### config.mk
export PLATFORM = sky130hd
export DESIGN_NAME = instr_dispatch_unit_flat
export DESIGN_NICKNAME = d
export VERILOG_FILES = /design/src/rtl/instr_dispatch_unit_pkg.sv /design/src/rtl/instr_dispatch_unit_if.sv /design/src/rtl/instr_dispatch_unit_fifo.sv /design/src/rtl/instr_dispatch_unit.sv /design/src/flat_wrapper.sv
export SDC_FILE = /design/constraint.sdc
export NUM_CORES = 1
export LEC_CHECK = 0
export BUFFER_PORTS_ARGS = -buffer_cell sky130_fd_sc_hd__buf_2
export CAP_MARGIN = 30
export CORE_MARGIN = 3
export CORE_UTILIZATION = 45
export CTS_CLUSTER_DIAMETER = 80
export DETAILED_ROUTE_END_ITERATION = 7
export PLACE_DENSITY_LB_ADDON = 0.2
export SYNTH_ARGS = -nofsm -noshare
export SYNTH_HDL_FRONTEND = slang
export SYNTH_SLANG_ARGS = --single-unit
### constraint.sdc
create_clock -name clk -period 6.6 [get_ports clk]
set_input_delay 0.33 -clock clk [delete_from_list [all_inputs] [get_ports clk]]
set_output_delay 0.33 -clock clk [all_outputs]
set_load 0.02 [all_outputs]
### src/rtl/instr_dispatch_unit_pkg.sv
// Shared types, constants and opcode decode for the instruction dispatcher.
package instr_dispatch_unit_pkg;

    typedef struct packed {
        logic [7:0]  opcode;
        logic [7:0]  dest;
        logic [15:0] operand;
    } instr_type;

    localparam instr_type INIT_INSTR = '0;

    localparam logic [7:0] SYNC_OPCODE = 8'hFF;

    // Upper bound on units the shared decode helper can scan.
    localparam int unsigned MAX_UNITS  = 8;
    localparam int unsigned UNIT_IDX_W = 3;

    // Entry i belongs to unit i: weight=0, matrix=1, activation=2.
    localparam logic [2:0][2:0] DEFAULT_UNIT_OPC_BIT = {3'd7, 3'd5, 3'd3};
    localparam logic [2:0][2:0] DEFAULT_DEP_MASK     = {3'b010, 3'b000, 3'b000};

    typedef struct packed {
        logic                  sync;
        logic                  hit;
        logic [UNIT_IDX_W-1:0] idx;
    } decode_t;

    // Returns sync flag plus the winning unit index; the caller expands the index into a
    // one-hot mask of its own width. Highest matching unit wins, sync overrides all.
    function automatic decode_t decode_unit_mask(input logic [7:0]                  opcode,
                                                 input logic [MAX_UNITS-1:0][2:0]   opc_bit,
                                                 input int unsigned                 num_units);
        decode_t d;
        d = '0;
        if (opcode == SYNC_OPCODE) begin
            d.sync = 1'b1;
        end else begin
            for (int unsigned i = 0; i < MAX_UNITS; i++) begin
                if (i < num_units && opcode[opc_bit[i]]) begin
                    d.hit = 1'b1;
                    d.idx = UNIT_IDX_W'(i);
                end
            end
        end
        return d;
    endfunction

endpackage

### src/rtl/instr_dispatch_unit_if.sv
// Host-side and unit-side signal bundle of the instruction dispatcher.
interface instr_dispatch_unit_if #(
    parameter int unsigned NUM_UNITS   = 3,
    parameter int unsigned QUEUE_DEPTH = 4,
    parameter int unsigned STALL_CNT_W = 32
);
    import instr_dispatch_unit_pkg::*;

    logic                               enable;
    instr_type                          instr_i;
    logic                               instr_valid;
    logic                               instr_ready;
    logic                               busy;
    logic [NUM_UNITS-1:0]               unit_busy;
    logic [NUM_UNITS-1:0]               unit_resource_busy;
    instr_type                          unit_instr;
    logic [NUM_UNITS-1:0]               unit_instr_enable;
    logic                               synchronize;
    logic [$clog2(QUEUE_DEPTH+1)-1:0]   queue_level;
    logic [STALL_CNT_W-1:0]             stall_cycles;

    // Driver side: instruction source and execution units.
    modport master (
        output enable, instr_i, instr_valid, unit_busy, unit_resource_busy,
        input  instr_ready, busy, unit_instr, unit_instr_enable, synchronize,
               queue_level, stall_cycles
    );

    // Dispatcher side.
    modport slave (
        input  enable, instr_i, instr_valid, unit_busy, unit_resource_busy,
        output instr_ready, busy, unit_instr, unit_instr_enable, synchronize,
               queue_level, stall_cycles
    );

endinterface

### src/rtl/instr_dispatch_unit_fifo.sv
// Synchronous FIFO with occupancy counter; full/empty come from the level, not pointers.
module instr_fifo #(
    parameter type         data_t = logic [7:0],
    parameter int unsigned Depth  = 4
) (
    input  logic                        clk,
    input  logic                        rst,
    input  logic                        push,
    input  data_t                       push_data,
    input  logic                        pop,
    output data_t                       pop_data,
    output logic [$clog2(Depth+1)-1:0]  level,
    output logic                        full,
    output logic                        empty
);
    localparam int unsigned PtrW = $clog2(Depth);
    localparam int unsigned LvlW = $clog2(Depth+1);

    data_t           mem_q [Depth];
    logic [PtrW-1:0] wr_ptr_q;
    logic [PtrW-1:0] rd_ptr_q;
    logic [LvlW-1:0] level_q;
    logic            do_push;
    logic            do_pop;

    assign full     = (level_q == LvlW'(Depth));
    assign empty    = (level_q == '0);
    assign do_push  = push && !full;
    assign do_pop   = pop && !empty;
    assign pop_data = mem_q[rd_ptr_q];
    assign level    = level_q;

    // Pointer and level update; pointers wrap naturally at the power-of-two depth.
    always_ff @(posedge clk) begin
        if (rst) begin
            wr_ptr_q <= '0;
            rd_ptr_q <= '0;
            level_q  <= '0;
        end else begin
            if (do_push) wr_ptr_q <= wr_ptr_q + PtrW'(1);
            if (do_pop)  rd_ptr_q <= rd_ptr_q + PtrW'(1);
            if (do_push && !do_pop)      level_q <= level_q + LvlW'(1);
            else if (!do_push && do_pop) level_q <= level_q - LvlW'(1);
        end
    end

    // Storage array, no reset needed since reads are qualified by the level.
    always_ff @(posedge clk) begin
        if (do_push) mem_q[wr_ptr_q] <= push_data;
    end

endmodule

### src/rtl/instr_dispatch_unit.sv
// Queues instructions, decodes the target unit and issues once target and dependencies idle.
module instr_dispatch_unit
    import instr_dispatch_unit_pkg::*;
#(
    parameter int unsigned                          NUM_UNITS    = 3,
    parameter int unsigned                          QUEUE_DEPTH  = 4,
    parameter logic [NUM_UNITS-1:0][2:0]            UNIT_OPC_BIT = DEFAULT_UNIT_OPC_BIT,
    parameter logic [NUM_UNITS-1:0][NUM_UNITS-1:0]  DEP_MASK     = DEFAULT_DEP_MASK,
    parameter int unsigned                          STALL_CNT_W  = 32
) (
    input  logic                  clk,
    input  logic                  rst,
    instr_dispatch_unit_if.slave  bus
);
    localparam int unsigned LvlW = $clog2(QUEUE_DEPTH+1);

    instr_type                     fifo_data;
    logic [LvlW-1:0]               fifo_level;
    logic                          fifo_full;
    logic                          fifo_empty;
    logic                          fifo_push;

    logic                          stage_valid_q;
    instr_type                     stage_instr_q;
    logic [NUM_UNITS-1:0]          stage_mask_q;
    logic [NUM_UNITS-1:0]          stage_check_q;
    logic                          stage_sync_q;
    logic [STALL_CNT_W-1:0]        stall_q;

    logic                          blocked;
    logic                          retire;
    logic                          load;

    logic [MAX_UNITS-1:0][2:0]     opc_bit_ext;
    decode_t                       dec;
    logic [NUM_UNITS-1:0]          dec_mask;
    logic [NUM_UNITS-1:0]          dec_check;

    assign bus.instr_ready = !fifo_full && !rst;
    assign fifo_push       = bus.instr_valid && bus.instr_ready;

    assign blocked = stage_sync_q ? |bus.unit_resource_busy
                                  : |(bus.unit_busy & stage_check_q);
    assign retire  = stage_valid_q && bus.enable && !blocked && !rst;
    assign load    = bus.enable && !fifo_empty && (!stage_valid_q || retire) && !rst;

    instr_fifo #(
        .data_t (instr_type),
        .Depth  (QUEUE_DEPTH)
    ) u_fifo (
        .clk       (clk),
        .rst       (rst),
        .push      (fifo_push),
        .push_data (bus.instr_i),
        .pop       (load),
        .pop_data  (fifo_data),
        .level     (fifo_level),
        .full      (fifo_full),
        .empty     (fifo_empty)
    );

    // Decode the FIFO head into unit mask plus dependency-extended check mask.
    always_comb begin
        opc_bit_ext = '0;
        for (int unsigned i = 0; i < NUM_UNITS; i++) opc_bit_ext[i] = UNIT_OPC_BIT[i];
        dec       = decode_unit_mask(fifo_data.opcode, opc_bit_ext, NUM_UNITS);
        dec_mask  = dec.hit ? (NUM_UNITS'(1) << dec.idx) : '0;
        dec_check = dec_mask;
        for (int unsigned i = 0; i < NUM_UNITS; i++) begin
            if (dec_mask[i]) dec_check = dec_check | DEP_MASK[i];
        end
    end

    // Dispatch stage: load from the FIFO when empty or retiring, otherwise hold.
    always_ff @(posedge clk) begin
        if (rst) begin
            stage_valid_q <= 1'b0;
            stage_instr_q <= INIT_INSTR;
            stage_mask_q  <= '0;
            stage_check_q <= '0;
            stage_sync_q  <= 1'b0;
        end else if (load) begin
            stage_valid_q <= 1'b1;
            stage_instr_q <= fifo_data;
            stage_mask_q  <= dec_mask;
            stage_check_q <= dec_check;
            stage_sync_q  <= dec.sync;
        end else if (retire) begin
            stage_valid_q <= 1'b0;
        end
    end

    // Saturating count of enabled cycles spent blocked with an instruction staged.
    always_ff @(posedge clk) begin
        if (rst) begin
            stall_q <= '0;
        end else if (stage_valid_q && bus.enable && blocked && (stall_q != '1)) begin
            stall_q <= stall_q + STALL_CNT_W'(1);
        end
    end

    assign bus.unit_instr        = stage_instr_q;
    assign bus.unit_instr_enable = retire ? stage_mask_q : '0;
    assign bus.synchronize       = retire && stage_sync_q;
    assign bus.queue_level       = fifo_level;
    assign bus.stall_cycles      = stall_q;
    assign bus.busy              = !rst && (stage_valid_q || (fifo_level != '0));

endmodule

### src/flat_wrapper.sv
// flat-port wrapper written by rule: the top's interface ports become plain ports
module instr_dispatch_unit_flat import instr_dispatch_unit_pkg::*;
#(
    parameter int unsigned                          NUM_UNITS    = 3,
    parameter int unsigned                          QUEUE_DEPTH  = 4,
    parameter logic [NUM_UNITS-1:0][2:0]            UNIT_OPC_BIT = DEFAULT_UNIT_OPC_BIT,
    parameter logic [NUM_UNITS-1:0][NUM_UNITS-1:0]  DEP_MASK     = DEFAULT_DEP_MASK,
    parameter int unsigned                          STALL_CNT_W  = 32
)
  (clk, rst, bus_enable, bus_instr_i, bus_instr_valid, bus_unit_busy, bus_unit_resource_busy, bus_instr_ready, bus_busy, bus_unit_instr, bus_unit_instr_enable, bus_synchronize, bus_queue_level, bus_stall_cycles);
  instr_dispatch_unit_if #(.NUM_UNITS(NUM_UNITS), .QUEUE_DEPTH(QUEUE_DEPTH), .STALL_CNT_W(STALL_CNT_W)) bus_i ();
  input  logic clk;
  input  logic rst;
  input wire logic [$bits(bus_i.enable)-1:0] bus_enable;
  input wire logic [$bits(bus_i.instr_i)-1:0] bus_instr_i;
  input wire logic [$bits(bus_i.instr_valid)-1:0] bus_instr_valid;
  input wire logic [$bits(bus_i.unit_busy)-1:0] bus_unit_busy;
  input wire logic [$bits(bus_i.unit_resource_busy)-1:0] bus_unit_resource_busy;
  output wire logic [$bits(bus_i.instr_ready)-1:0] bus_instr_ready;
  output wire logic [$bits(bus_i.busy)-1:0] bus_busy;
  output wire logic [$bits(bus_i.unit_instr)-1:0] bus_unit_instr;
  output wire logic [$bits(bus_i.unit_instr_enable)-1:0] bus_unit_instr_enable;
  output wire logic [$bits(bus_i.synchronize)-1:0] bus_synchronize;
  output wire logic [$bits(bus_i.queue_level)-1:0] bus_queue_level;
  output wire logic [$bits(bus_i.stall_cycles)-1:0] bus_stall_cycles;
  assign bus_i.enable = bus_enable;
  assign bus_i.instr_i = bus_instr_i;
  assign bus_i.instr_valid = bus_instr_valid;
  assign bus_i.unit_busy = bus_unit_busy;
  assign bus_i.unit_resource_busy = bus_unit_resource_busy;
  assign bus_instr_ready = bus_i.instr_ready;
  assign bus_busy = bus_i.busy;
  assign bus_unit_instr = bus_i.unit_instr;
  assign bus_unit_instr_enable = bus_i.unit_instr_enable;
  assign bus_synchronize = bus_i.synchronize;
  assign bus_queue_level = bus_i.queue_level;
  assign bus_stall_cycles = bus_i.stall_cycles;
  instr_dispatch_unit #(.NUM_UNITS(NUM_UNITS), .QUEUE_DEPTH(QUEUE_DEPTH), .UNIT_OPC_BIT(UNIT_OPC_BIT), .DEP_MASK(DEP_MASK), .STALL_CNT_W(STALL_CNT_W)) u_core (.clk(clk), .rst(rst), .bus(bus_i));
endmodule
# After elaboration in Yosys (flattened, before gate mapping)
# Memories as Yosys holds them, arrays and structs flattened. A register that Yosys moved wholly into a read port is not among the register bits.
# Index checks and enable logic that the tools add are counted.
# word_totals
ff_bits,79
ram_bits,128
inputBits,42
n_memories,1
# memory_table
memory,words,width,rd,rd_ports_with_merged_regs,write_ports,line,rtl
u_core.u_fifo.mem_q,4,32,1,1,1,instr_dispatch_unit_fifo.sv:19,data_t mem_q [Depth];
# classes
n_addsub,5
eq_ne,3
n_shift,1
n_mux,17
bitwise_logic,1
reduce_logical,31
# op_table
op,count
adder 32 x 1 -> 32 bit (second input constant),1
!= test 32 bit (second input constant),1
logical AND 1 bit,16
2-to-1 mux 4 bit,4
2-to-1 mux 3 bit,5
== test 8 bit (second input constant),1
zero test 1 bit,7
2-to-1 mux 1 bit,6
OR reduction 3 bit,2
adder 2 x 1 -> 2 bit (second input constant),2
2-to-1 mux 2 bit,2
nonzero test 2 bit,2
adder 3 x 1 -> 3 bit (second input constant),1
bitwise AND 3 bit,1
== test 3 bit (second input constant),1
zero test 3 bit,1
nonzero test 3 bit,1
left shift 1 x 3 -> 3 bit (first input constant),1
subtractor 3 x 1 -> 3 bit (second input constant),1
logical OR 1 bit,2

# Logic depth before layout (Yosys ltp)
# Gate-level depths: netlist of the first run.
# logic_depth
depth_word,13
mapped_depth,11
ltp_nobuf,10

# Modules after synthesis
# Synthesis of the first run repeated with hierarchy kept, for this count alone.
# hier_totals
cells_unflattened,600
area_unflattened_um2,8406.8
# by_module_without_submodules
module,instances,cells_each,area_each_um2,seq_area_each_um2
instr_fifo,1,215,5132.4,4023.9
instr_dispatch_unit,1,385,3274.4,1401.3

# Worst setup path before layout of the first run
# No wires, ideal clock.
# synth_timing
kind,reg2reg
startpoint,"register u_core.u_fifo.level_q[0], in the netlist u_core.u_fifo.level[0]"
endpoint,"register u_core.u_fifo.level_q[2], in the netlist u_core.u_fifo.level[2]"
setup_ns,0.070
arrival_time_ns,2.649
path_slack_ns,3.880
stages_incl_launch_ff,11
n_path_buf,1
period_less_slack_ns,2.720
path_cell_list,dfxtp_1 nor2_1 a21oi_1 and2_1 clkbuf_1 ha_1 inv_1 fa_1 xor2_1 or3_1 a21oi_1
# synth_via
elab_cells_between_ends,20
# synth_lines
element,line,rtl
start: declaration,instr_dispatch_unit_fifo.sv:22,logic [LvlW-1:0] level_q;
start signal: assignment,instr_dispatch_unit_fifo.sv:42,if (do_push && !do_pop) level_q <= level_q + LvlW'(1);
start signal: assignment,instr_dispatch_unit_fifo.sv:43,else if (!do_push && do_pop) level_q <= level_q - LvlW'(1);
== test 3 bit *,instr_dispatch_unit_fifo.sv:26,assign full = (level_q == LvlW'(Depth));
zero test 1 bit *,instr_dispatch_unit.sv:39,assign bus.instr_ready = !fifo_full && !rst;
logical AND 1 bit *,instr_dispatch_unit.sv:39,
net bus_instr_ready,flat_wrapper.sv:19,output wire logic [$bits(bus_i.instr_ready)-1:0] bus_instr_ready;
logical AND 1 bit *,instr_dispatch_unit.sv:40,assign fifo_push = bus.instr_valid && bus.instr_ready;
logical AND 1 bit *,instr_dispatch_unit_fifo.sv:28,assign do_push = push && !full;
net u_core.u_fifo.do_push,instr_dispatch_unit_fifo.sv:23,logic do_push;
zero test 1 bit,instr_dispatch_unit_fifo.sv:43,
logical AND 1 bit,instr_dispatch_unit_fifo.sv:43,
nonzero test 2 bit (no line),-,
# The timed path passes the listed nets; every way through them passes the cells marked *. The select of a mux whose other input is x is not followed.
# A chain may end at the register's enable or synchronous reset.

# Worst setup path in the final report of the first run
# layout_timing
startpoint,register u_core.stage_sync_q
endpoint,"register u_core.u_fifo.level_q[2], in the netlist u_core.u_fifo.level[2]"
# layout_via
elab_chain_len,11
elab_cells_between_ends,13
# layout_rtl
element,line,rtl
start: declaration,instr_dispatch_unit.sv:27,logic stage_sync_q;
start signal: assignment,instr_dispatch_unit.sv:87,stage_sync_q <= dec.sync;
2-to-1 mux 1 bit *,instr_dispatch_unit.sv:42,assign blocked = stage_sync_q ? |bus.unit_resource_busy
zero test 1 bit *,instr_dispatch_unit.sv:44,assign retire = stage_valid_q && bus.enable && !blocked && !rst;
logical AND 1 bit * (2 in series),instr_dispatch_unit.sv:44,
logical OR 1 bit *,instr_dispatch_unit.sv:45,assign load = bus.enable && !fifo_empty && (!stage_valid_q || retire) && !rst;
logical AND 1 bit * (2 in series),instr_dispatch_unit.sv:45,
logical AND 1 bit *,instr_dispatch_unit_fifo.sv:29,assign do_pop = pop && !empty;
zero test 1 bit,instr_dispatch_unit_fifo.sv:42,
logical AND 1 bit,instr_dispatch_unit_fifo.sv:42,
2-to-1 mux 3 bit or nonzero test 2 bit (tied branches),-,
# Mark *: on every way between the ends. The rest lies on a longest branch, timed or not.

==> results of run 1 <==
final cells by class:
type / instances / area, um^2
fillers: 1539 / 8190
flip-flops and latches: 207 / 5430
multi-input cells: 361 / 2660
clock buffers: 25 / 614
repair buffers: 118 / 601
well taps: 229 / 287
clock inverters: 17 / 219
inverters: 7 / 26.3
diodes: 1 / 2.50
synthesized netlist by cell type (2+ instances only):
cell | n | area, um^2
a21oi_1 | 62 | 310
and2_1 | 8 | 50.1
and3_1 | 12 | 75.1
and4_1 | 4 | 35.0
buf_2 | 8 | 40.0
buf_4 | 5 | 37.5
buf_6 | 4 | 45.0
clkbuf_1 | 14 | 52.6
dfxtp_1 | 79 | 1580
edfxtp_1 | 128 | 3840
ha_1 | 6 | 75.1
inv_1 | 6 | 22.5
mux2_1 | 4 | 45.0
mux2i_1 | 2 | 20.0
mux4_1 | 6 | 158
mux4_2 | 26 | 586
nand2_1 | 92 | 345
nand3_1 | 12 | 60.1
nand3b_1 | 2 | 15.0
nand4_1 | 10 | 62.6
nor2_1 | 18 | 67.6
nor2b_1 | 4 | 25.0
nor3_1 | 2 | 10.0
nor3b_1 | 3 | 22.5
nor4_1 | 4 | 25.0
o2111ai_1 | 2 | 17.5
o211ai_1 | 3 | 22.5
o21ai_0 | 9 | 45.0
o311ai_0 | 3 | 26.3
o31ai_1 | 18 | 135
o41ai_1 | 2 | 17.5
or2_2 | 3 | 18.8
or3_1 | 11 | 68.8
or4_1 | 15 | 113
xnor2_1 | 2 | 17.5
xor2_1 | 3 | 26.3
cell families (layout without fill, tap and decap cells):
| family | count (synthesis) | in the layout | share of synthesized area, % |
|---|---|---|---|
| DFF | 207 | 207 | 65.4 |
| and+or+nand+nor | 207 | 207 | 13.0 |
| xor gates and xnor gates | 5 | 5 | 0.528 |
| buffers and inverters | 40 | 167 | 2.71 |
| other | 0 | 1 | 0 |
| adders and majority gates | 7 | 7 | 1.15 |
| AOI/OAI and AO/OA | 104 | 104 | 7.45 |
| muxes | 38 | 38 | 9.74 |
path summary, 6_finish.rpt:
check / to / from / cells after the start / slack (ns)
setup / recovery: u_core.u_fifo.level[2] / u_core.stage_sync_q / 10 / 3.54
hold / removal: u_core.u_fifo.mem_q[0][2] / bus_instr_i[2] / 1 / 0.04
setup reg to reg: u_core.u_fifo.level[2] / u_core.stage_sync_q / 10 / 3.54
hold reg to reg: u_core.bus.unit_instr[30] / u_core.bus.unit_instr[30] / 2 / 0.45
layer usage:
| metal | part of all wire, % | track usage [%] | vias to the layer above |
|---|---|---|---|
| met5 | 0.12 | 0 | - |
| met4 | 2.4 | 4.85 | 4 |
| met3 | 5.5 | 3.71 | 36 |
| met2 | 50 | 30.0 | 138 |
| met1 | 42 | 22.8 | 2735 |
| li1 | - | - | 2560 |
through the flow:
stage,cells,util [%],instance area [um^2],power (uW),hold WS (ns)
floorplan,608,-,8300,2080,0.427
detailed placement,922,49.9,9000,2270,0.444
global placement,922,49.9,9000,2250,0.441
CTS,964,54.5,9830,3660,0.0157
finish,965,54.5,9830,3610,0.0355
global route,965,54.5,9830,3770,0.0198
power by group through the flow:
| stage | registers [uW] | clock network (uW) | logic [uW] |
|---|---|---|---|
| detailed placement | 1600 | 0 | 671 |
| finish | 1570 | 1380 | 657 |
| global placement | 1590 | 0 | 655 |
| global route | 1580 | 1460 | 726 |
| floorplan | 1640 | 0 | 442 |
| CTS | 1570 | 1410 | 672 |
state kept, by name, indices dropped and copies added, names as in the netlist, named ones only:
register	flops
u_core.stage_valid_q	1
u_core.u_fifo.wr_ptr_q	2
u_core.stage_sync_q	1
u_core.u_fifo.mem_q	128
u_core.u_fifo.level	3
u_core.stage_check_q	3
u_core.u_fifo.rd_ptr_q	2
u_core.bus.stall_cycles	32
u_core.stage_mask_q	1
u_core.bus.unit_instr	32
layout by cell type, fill, tap and decap left out, drive strengths merged, types with 3 or more instances in the layout:
master  Yosys  layout
a21oi      62      62
and2        8       8
and3       12      12
and4        5       5
buf        19     118
bufinv      0       5
clkbuf     14      25
clkinv      1       9
dfxtp      79      79
edfxtp    128     128
ha          6       6
inv         6       8
mux2        4       4
mux4       32      32
nand2      93      93
nand3      13      13
nand4      11      11
nor2       18      18
nor2b       4       4
nor3b       3       3
nor4        6       6
o211ai      3       3
o21ai       9       9
o311ai      3       3
o31ai      18      18
or2         3       3
or3        11      11
or4        15      15
xor2        3       3
worst max-delay path: cells and delay by family, from the launching register on:
family / cells / cell delay (ns)
buf+inv: 1 / 0.08
fa+ha+maj: 2 / 0.41
xor+xnor: 1 / 0.07
simple gates: 4 / 1.73
flops: 1 / 0.36
compound gates: 2 / 0.32
==> impl_metrics.env, run 1 <==
export IMPL_area_delta_synth_final_pct=18.5
export IMPL_maxSlewViolCount=0
export IMPL_nNetsFinal=767
export IMPL_synth_ff_type="edfxtp_1"
export IMPL_postRouteAntennaNets=0
export IMPL_cts_root_buf="clkbuf_16"
export IMPL_die_y_um=142
export IMPL_grt_max_degree=46
export IMPL_setup_ws_ns=3.54
export IMPL_grt_pass1_wl_um=28300
export IMPL_drc=0
export IMPL_cts_setup_buffers=0
export IMPL_die_x_um=142
export IMPL_setup_violations=0
export IMPL_clk_pin_slew_worst_paths_ns=0.06
export IMPL_drive_gt1_share_pct=27.3
export IMPL_cpPeakStageDelay_ns=0.79
export IMPL_seq_power_share_pct=43.5
export IMPL_gp_congestion=0.826
export IMPL_hold_path_class="input pin to flip-flop"
export IMPL_io_pins=115
export IMPL_seq_area_frac_synth_pct=65.4
export IMPL_via_count=5473
export IMPL_track_usage_pct=17.5
export IMPL_start_util_pct=46.0
export IMPL_cp_max_fo=38
export IMPL_via_per_inst=5.67
export IMPL_min_period_ns=3.06
export IMPL_syn_nets=657
export IMPL_ys_ff_latch=207
export IMPL_io_buffers=114
export IMPL_clkPwrFrac_pct=38.3
export IMPL_powerDensity_mw_per_mm2=368
export IMPL_status="complete, no violations"
export IMPL_drt_wl_total_um=18100
export IMPL_synth_edff_count=128
export IMPL_fin_worst_skew_ns=0.00956
export IMPL_ys_warn_count=0
export IMPL_hold_viol=0
export IMPL_place_ws_ns=3.30
export IMPL_clkSinkCount=207
export IMPL_cp_slowest_cell="and2_2"
export IMPL_p_int_uw=2630
export IMPL_fin_crit_sh_pct=46.4
export IMPL_path_class="flip-flop to flip-flop"
export IMPL_cts_hold_buf=0
export IMPL_tns_ns=0
export IMPL_clock_latency_ns=0.51
export IMPL_fmax_mhz=327
export IMPL_row_count=49
export IMPL_endpoint_kind="flip-flop"
export IMPL_path_cells="or4b_4, o211ai_1, and2_2, nand2_1, ha_1, inv_1, fa_1, xor2_1, or3_1, a21oi_1"
export IMPL_first_global_vias=5290
export IMPL_cts_path_max_buffers=3
export IMPL_core_area_mm2=0.0180
export IMPL_startpoint_type="flip-flop"
export IMPL_die_area_mm2=0.0201
export IMPL_drt_first_pass_iters=4
export IMPL_drtIter0Drc=306
export IMPL_synth_avg_cell_area_um2=13.6
export IMPL_dp_hpwl_um=11200
export IMPL_cap_violations=0
export IMPL_swShare_pct=27.3
export IMPL_cp_required_ns=7.03
export IMPL_cts_max_level=1
export IMPL_ys_async_sr_fraction_pct=0
export IMPL_irDropWorstVdd_mv=0.310
export IMPL_cts_tree="built"
export IMPL_ctsResizeCount=0
export IMPL_cts_buffers=23
export IMPL_antenna_found_initial=3
export IMPL_grt_overflow=0
export IMPL_power_switching_uw=986
export IMPL_synth_cell_types=52
export IMPL_p_leak_uw=0.00352
export IMPL_syn_area_mm2=0.00830
export IMPL_syn_inst=608
export IMPL_wire_per_inst_um=18.7
export IMPL_worstPathArrival_ns=3.49
export IMPL_rsz0062_at_grt="no"
export IMPL_max_slew_margin_pct=38.5
export IMPL_p_comb_share_pct=18.2
export IMPL_worst_pin_slew_ns=0.922
Note: power is estimated with default switching activity, not from simulation.
==> run 2: changes to the inputs <==
==> constraint.sdc (replaced) <==
create_clock -name clk -period 2.69 [get_ports clk]
set_input_delay 0.1345 -clock clk [delete_from_list [all_inputs] [get_ports clk]]
set_output_delay 0.1345 -clock clk [all_outputs]
set_load 0.02 [all_outputs]
==> run 2 against run 1 <==
Net effect: non-clock buffer count rose by 46; final area rose by 3.4%; combinational power rose to 2.6 times the previous value; highest routed layer is now met4.
==> impl_metrics.env, run 2 (same netlist as run 1, synthesis figures left out) <==
export IMPL_drive_gt1_share_pct=26.6
export IMPL_cts_max_level=1
export IMPL_antenna_found_initial=0
export IMPL_cp_required_ns=2.56
export IMPL_p_leak_uw=0.00367
export IMPL_cts_root_buf="clkbuf_16"
export IMPL_die_x_um=142
export IMPL_layout_commonest_cell="edfxtp_1"
export IMPL_powerDensity_mw_per_mm2=834
export IMPL_setup_violations=0
export IMPL_cts_setup_buffers=0
export IMPL_rsz0062_at_grt="no"
export IMPL_drtIter0Drc=337
export IMPL_grt_overflow=0
export IMPL_dp_hpwl_um=12100
export IMPL_cts_tree="built"
export IMPL_drc=0
export IMPL_worstPathArrival_ns=2.27
export IMPL_core_area_mm2=0.0180
export IMPL_holdWs_ns=0.00770
export IMPL_fin_crit_sh_pct=89.3
export IMPL_place_ws_ns=0.317
export IMPL_cap_violations=0
export IMPL_postRouteAntennaNets=0
export IMPL_row_count=49
export IMPL_area_delta_synth_final_pct=22.5
export IMPL_startpoint_type="flip-flop"
export IMPL_endpoint_kind="output port"
export IMPL_first_global_vias=5642
export IMPL_min_period_ns=2.40
export IMPL_worst_pin_slew_ns=0.608
export IMPL_path_class="flip-flop to output port"
export IMPL_nNetsFinal=812
export IMPL_cp_max_fo=4
export IMPL_hold_viol=0
export IMPL_mostFrequentLayoutCells="edfxtp_1, buf_2, nand2_1, dfxtp_1, a21oi_1"
export IMPL_setup_ws_ns=0.287
export IMPL_fin_worst_skew_ns=0.0173
export IMPL_tns_ns=0
export IMPL_cts_buffers=22
export IMPL_largest_reg_flops=128
export IMPL_min_path_cells=2
export IMPL_grt_pass1_wl_um=29700
export IMPL_hold_path_class="input pin to flip-flop"
export IMPL_die_area_mm2=0.0201
export IMPL_clkSinkCount=207
export IMPL_ctsResizeCount=0
export IMPL_maxSlewViolCount=0
export IMPL_track_usage_pct=18.5
export IMPL_antennaDiodeCount=0
export IMPL_cts_hold_buf=33
export IMPL_ff2ff_path_depth=10
export IMPL_regMostFlops="u_core.u_fifo.mem_q"
export IMPL_stdcell_area_mm2=0.0102
export IMPL_cts_path_max_buffers=3
export IMPL_grt_max_degree=44
export IMPL_drt_wl_total_um=18700
export IMPL_via_per_inst=5.56
export IMPL_io_pins=115
export IMPL_dpl_cell_area_mm2=0.00913
export IMPL_clk_pin_slew_worst_paths_ns=0.06
export IMPL_wire_per_inst_um=18.5
export IMPL_status="complete, no violations"
export IMPL_final_cells=1008
export IMPL_start_util_pct=46.0
export IMPL_via_count=5607
export IMPL_fmax_mhz=416
export IMPL_drt_first_pass_iters=5
export IMPL_max_slew_margin_pct=59.4
export IMPL_irDropWorstVdd_mv=0.625
export IMPL_gp_congestion=0.845
export IMPL_dp_cells=935
export IMPL_clock_latency_ns=0.49
export IMPL_io_buffers=114
export IMPL_die_y_um=142
-- run 2: cell types whose count changed in the layout (fill, tap and decap cells not counted), sizes merged --
cell and change:
clkbuf +9, buf +13, dlygate4sd3 +33, bufinv -4
clkinv -3, clkinvlp -2, diode -1, inv -2
-- run 2: report_power, final --
part	internal (uW)	switching, uW
Combinational	716	964
Clock	1770	1150
Sequential	3660	220
-- run 2: metal layers --
| metal | GRT usage (%) | wire, um | up-vias |
|---|---|---|---|
| met2 | 32.4 | 9550 | 145 |
| met4 | 4.90 | 334 | 0 |
| li1 | - | - | 2637 |
| met3 | 3.40 | 948 | 30 |
| met5 | 0 | 0 | - |
| met1 | 23.6 | 7830 | 2795 |
-- run 2: area by class of cell --
cell class | instances | area (um^2)
repair buffers | 164 | 1060
inverters | 7 | 26.3
multi-input cells | 361 | 2660
fillers | 1450 | 7860
flip-flops and latches | 207 | 5430
well taps | 229 | 287
clock inverters | 6 | 52.6
clock buffers | 34 | 657
-- run 2: final timing paths --
path	from	to	slack, ns
max reg2reg	u_core.u_fifo.level[0]	u_core.u_fifo.level[2]	0.31
max	u_core.stage_sync_q	bus_unit_instr_enable[1]	0.29
min reg2reg	u_core.bus.unit_instr[17]	u_core.bus.unit_instr[17]	0.45
min	rst	u_core.u_fifo.level[1]	0.008
-- run 2: stage by stage --
stage / utilization, % / total power (uW)
2_1_floorplan: - / 5120
3_3_place_gp: 50.6 / 5570
3_5_place_dp: 50.6 / 5610
4_1_cts: 56.4 / 8560
5_1_grt: 56.4 / 8870
6_report: 56.4 / 8480
-- run 2: critical path: stages (launching register included) --
cell     delay, ns
dfxtp_1       0.38
or4b_4        0.50
o21ai_0       0.09
nand2_1       0.09
nor3b_1       0.34
and2_1        0.21
buf_2         0.17
==> run 3: changes to the inputs <==
--- a/config.mk
+++ b/config.mk
@@ -5,12 +5,12 @@
 export SDC_FILE = /design/constraint.sdc
 export NUM_CORES = 1
 export LEC_CHECK = 0
-export BUFFER_PORTS_ARGS = -buffer_cell sky130_fd_sc_hd__buf_2
 export CAP_MARGIN = 30
 export CORE_MARGIN = 3
 export CORE_UTILIZATION = 45
 export CTS_CLUSTER_DIAMETER = 80
 export DETAILED_ROUTE_END_ITERATION = 7
+export DONT_BUFFER_PORTS = 1
 export PLACE_DENSITY_LB_ADDON = 0.2
 export SYNTH_ARGS = -nofsm -noshare
 export SYNTH_HDL_FRONTEND = slang
==> run 3 against run 2 <==
Net effect: clock-buffer cell count fell by 4; largest cell class unchanged; total power fell by 0.46%; clock power increased by 2%; critical endpoint is now u_core.u_fifo.level[2].
==> impl_metrics.env, run 3 (same netlist as run 1, synthesis figures left out) <==
export IMPL_via_count=5199
export IMPL_min_period_ns=2.46
export IMPL_antenna_found_initial=0
export IMPL_area_delta_synth_final_pct=17.0
export IMPL_antennaDiodeCount=0
export IMPL_fin_worst_skew_ns=0.0108
export IMPL_r2r_slack_ns=0.23
export IMPL_final_cells=901
export IMPL_io_buffers=0
export IMPL_mostFrequentLayoutCells="edfxtp_1, nand2_1, dfxtp_1, a21oi_1, dlygate4sd3_1"
export IMPL_nNetsFinal=705
export IMPL_fin_crit_sh_pct=91.5
export IMPL_cp_max_fo=3
export IMPL_drt_first_pass_iters=7
export IMPL_clk_pin_slew_worst_paths_ns=0.06
export IMPL_start_util_pct=46.0
export IMPL_irDropWorstVdd_mv=0.533
export IMPL_die_y_um=142
export IMPL_worstPathArrival_ns=2.88
export IMPL_core_area_mm2=0.0180
export IMPL_hold_path_startpoint="rst"
export IMPL_cts_path_max_buffers=3
export IMPL_dp_hpwl_um=11500
export IMPL_layout_commonest_cell="edfxtp_1"
export IMPL_via_per_inst=5.77
export IMPL_dpl_cell_area_mm2=0.00861
export IMPL_maxSlewViolCount=0
export IMPL_hold_path_class="input pin to flip-flop"
export IMPL_max_slew_margin_pct=55.9
export IMPL_die_area_mm2=0.0201
export IMPL_worst_pin_slew_ns=0.661
export IMPL_dp_cells=826
export IMPL_fmax_mhz=406
export IMPL_path_class="flip-flop to flip-flop"
export IMPL_p_total_uw=8440
export IMPL_grt_max_degree=82
export IMPL_clock_latency_ns=0.50
export IMPL_drtIter0Drc=241
export IMPL_utilization_pct=53.8
export IMPL_grt_overflow=0
export IMPL_clkSinkCount=207
export IMPL_track_usage_pct=18.0
export IMPL_cp_required_ns=3.11
export IMPL_gp_congestion=0.792
export IMPL_drc=0
export IMPL_stdcell_area_mm2=0.00971
export IMPL_drive_gt1_share_pct=15.2
export IMPL_path_cells="o31ai_1, a21oi_1, and2_2, nand2_1, ha_1, inv_1, fa_1, xor2_1, or3_1, a21oi_1"
export IMPL_cts_max_level=1
export IMPL_row_count=49
export IMPL_setup_violations=0
export IMPL_largest_reg_flops=128
export IMPL_die_x_um=142
export IMPL_rr_startpoint="u_core.u_fifo.level[1]"
export IMPL_cpPeakStageDelay_ns=0.37
export IMPL_tns_ns=0
export IMPL_ff2ff_path_depth=10
export IMPL_path_common_cell="a21oi_1"
export IMPL_regMostFlops="u_core.u_fifo.mem_q"
export IMPL_grt_pass1_wl_um=29000
export IMPL_min_path_cells=2
export IMPL_cts_tree="built"
export IMPL_p_leak_uw=0.00317
export IMPL_wire_per_inst_um=20.1
export IMPL_cp_slowest_cell="fa_1"
export IMPL_powerDensity_mw_per_mm2=870
export IMPL_hold_viol=0
export IMPL_endpoint_kind="flip-flop"
export IMPL_rsz0062_at_grt="no"
export IMPL_drt_wl_total_um=18100
export IMPL_cts_root_buf="clkbuf_16"
export IMPL_cts_buffers=22
export IMPL_startpoint_type="flip-flop"
export IMPL_status="complete, no violations"
export IMPL_rr_endpoint="u_core.u_fifo.level[2]"
export IMPL_io_pins=115
export IMPL_postRouteAntennaNets=0
export IMPL_cap_violations=0
export IMPL_first_global_vias=5386
run 3: cell count changes in the layout (fill, tap and decap cells not counted), moves of 2 or more:
cell      previous run  this run
buf_12               2         4
buf_2              113         0
buf_4               16        18
clkbuf_1             7         5
clkinv_2             3         5
run 3: what timing repair did:
action                                 in CTS  in global routing
buffers inserted                            0                  0
endpoints found under the hold margin     206                  0
hold buffers                               35                  0
gates resized for setup                     0                  0
run 3: area by class of cell:
class / instances / area (um^2)
multi-input combinational: 361 / 2660
inverter: 7 / 26.3
fill: 1529 / 8320
tap: 229 / 287
clock inverter: 10 / 113
sequential: 207 / 5430
clock buffer: 30 / 611
timing repair buffer: 57 / 583
run 3: worst max path at each step:
stage / start / end / slack [ns] / cells past startpoint
2_1_floorplan: u_core.u_fifo.level[0] / u_core.u_fifo.level[2] / 0.15 / 10
3_3_place_gp: u_core.u_fifo.level[0] / u_core.u_fifo.level[2] / 0.42 / 10
3_5_place_dp: u_core.u_fifo.level[1] / u_core.u_fifo.level[2] / 0.30 / 10
4_1_cts: u_core.u_fifo.level[1] / u_core.u_fifo.level[2] / 0.27 / 10
5_1_grt: u_core.u_fifo.level[0] / u_core.u_fifo.level[2] / 0.09 / 10
6_report: u_core.u_fifo.level[1] / u_core.u_fifo.level[2] / 0.23 / 10
run 3: worst max-delay path: cells and delay by family (launching register included):
kind                       cells  cell delay [ns]
AOI/OAI and AO/OA              3             0.65
and+or+nand+nor                3             0.63
adders and majority gates      2             0.57
DFF                            1             0.32
xor gates and xnor gates       1             0.15
buffers and inverters          1             0.06
run 3: through the flow:
step | hold WS, ns | setup slack [ns]
global placement | 0.211 | 0.425
finish | 0.0333 | 0.229
floorplan | 0.233 | 0.147
global route | 0.0453 | 0.0924
detailed placement | 0.216 | 0.296
CTS | 0.0165 | 0.268
run 3: per-layer routing:
metal | vias up | share of wire (%) | track usage, %
met5 | - | 0 | 0
met4 | 0 | 1.7 | 4.34
met3 | 22 | 7.0 | 5.26
met2 | 151 | 51 | 31.2
met1 | 2592 | 41 | 22.4
li1 | 2434 | - | -
run 3: report_power, final:
group	internal (uW)	switching, uW	total [uW]
logic	654	807	1460
clock network	1790	1180	2970
registers	3660	345	4010
total	6110	2330	8440
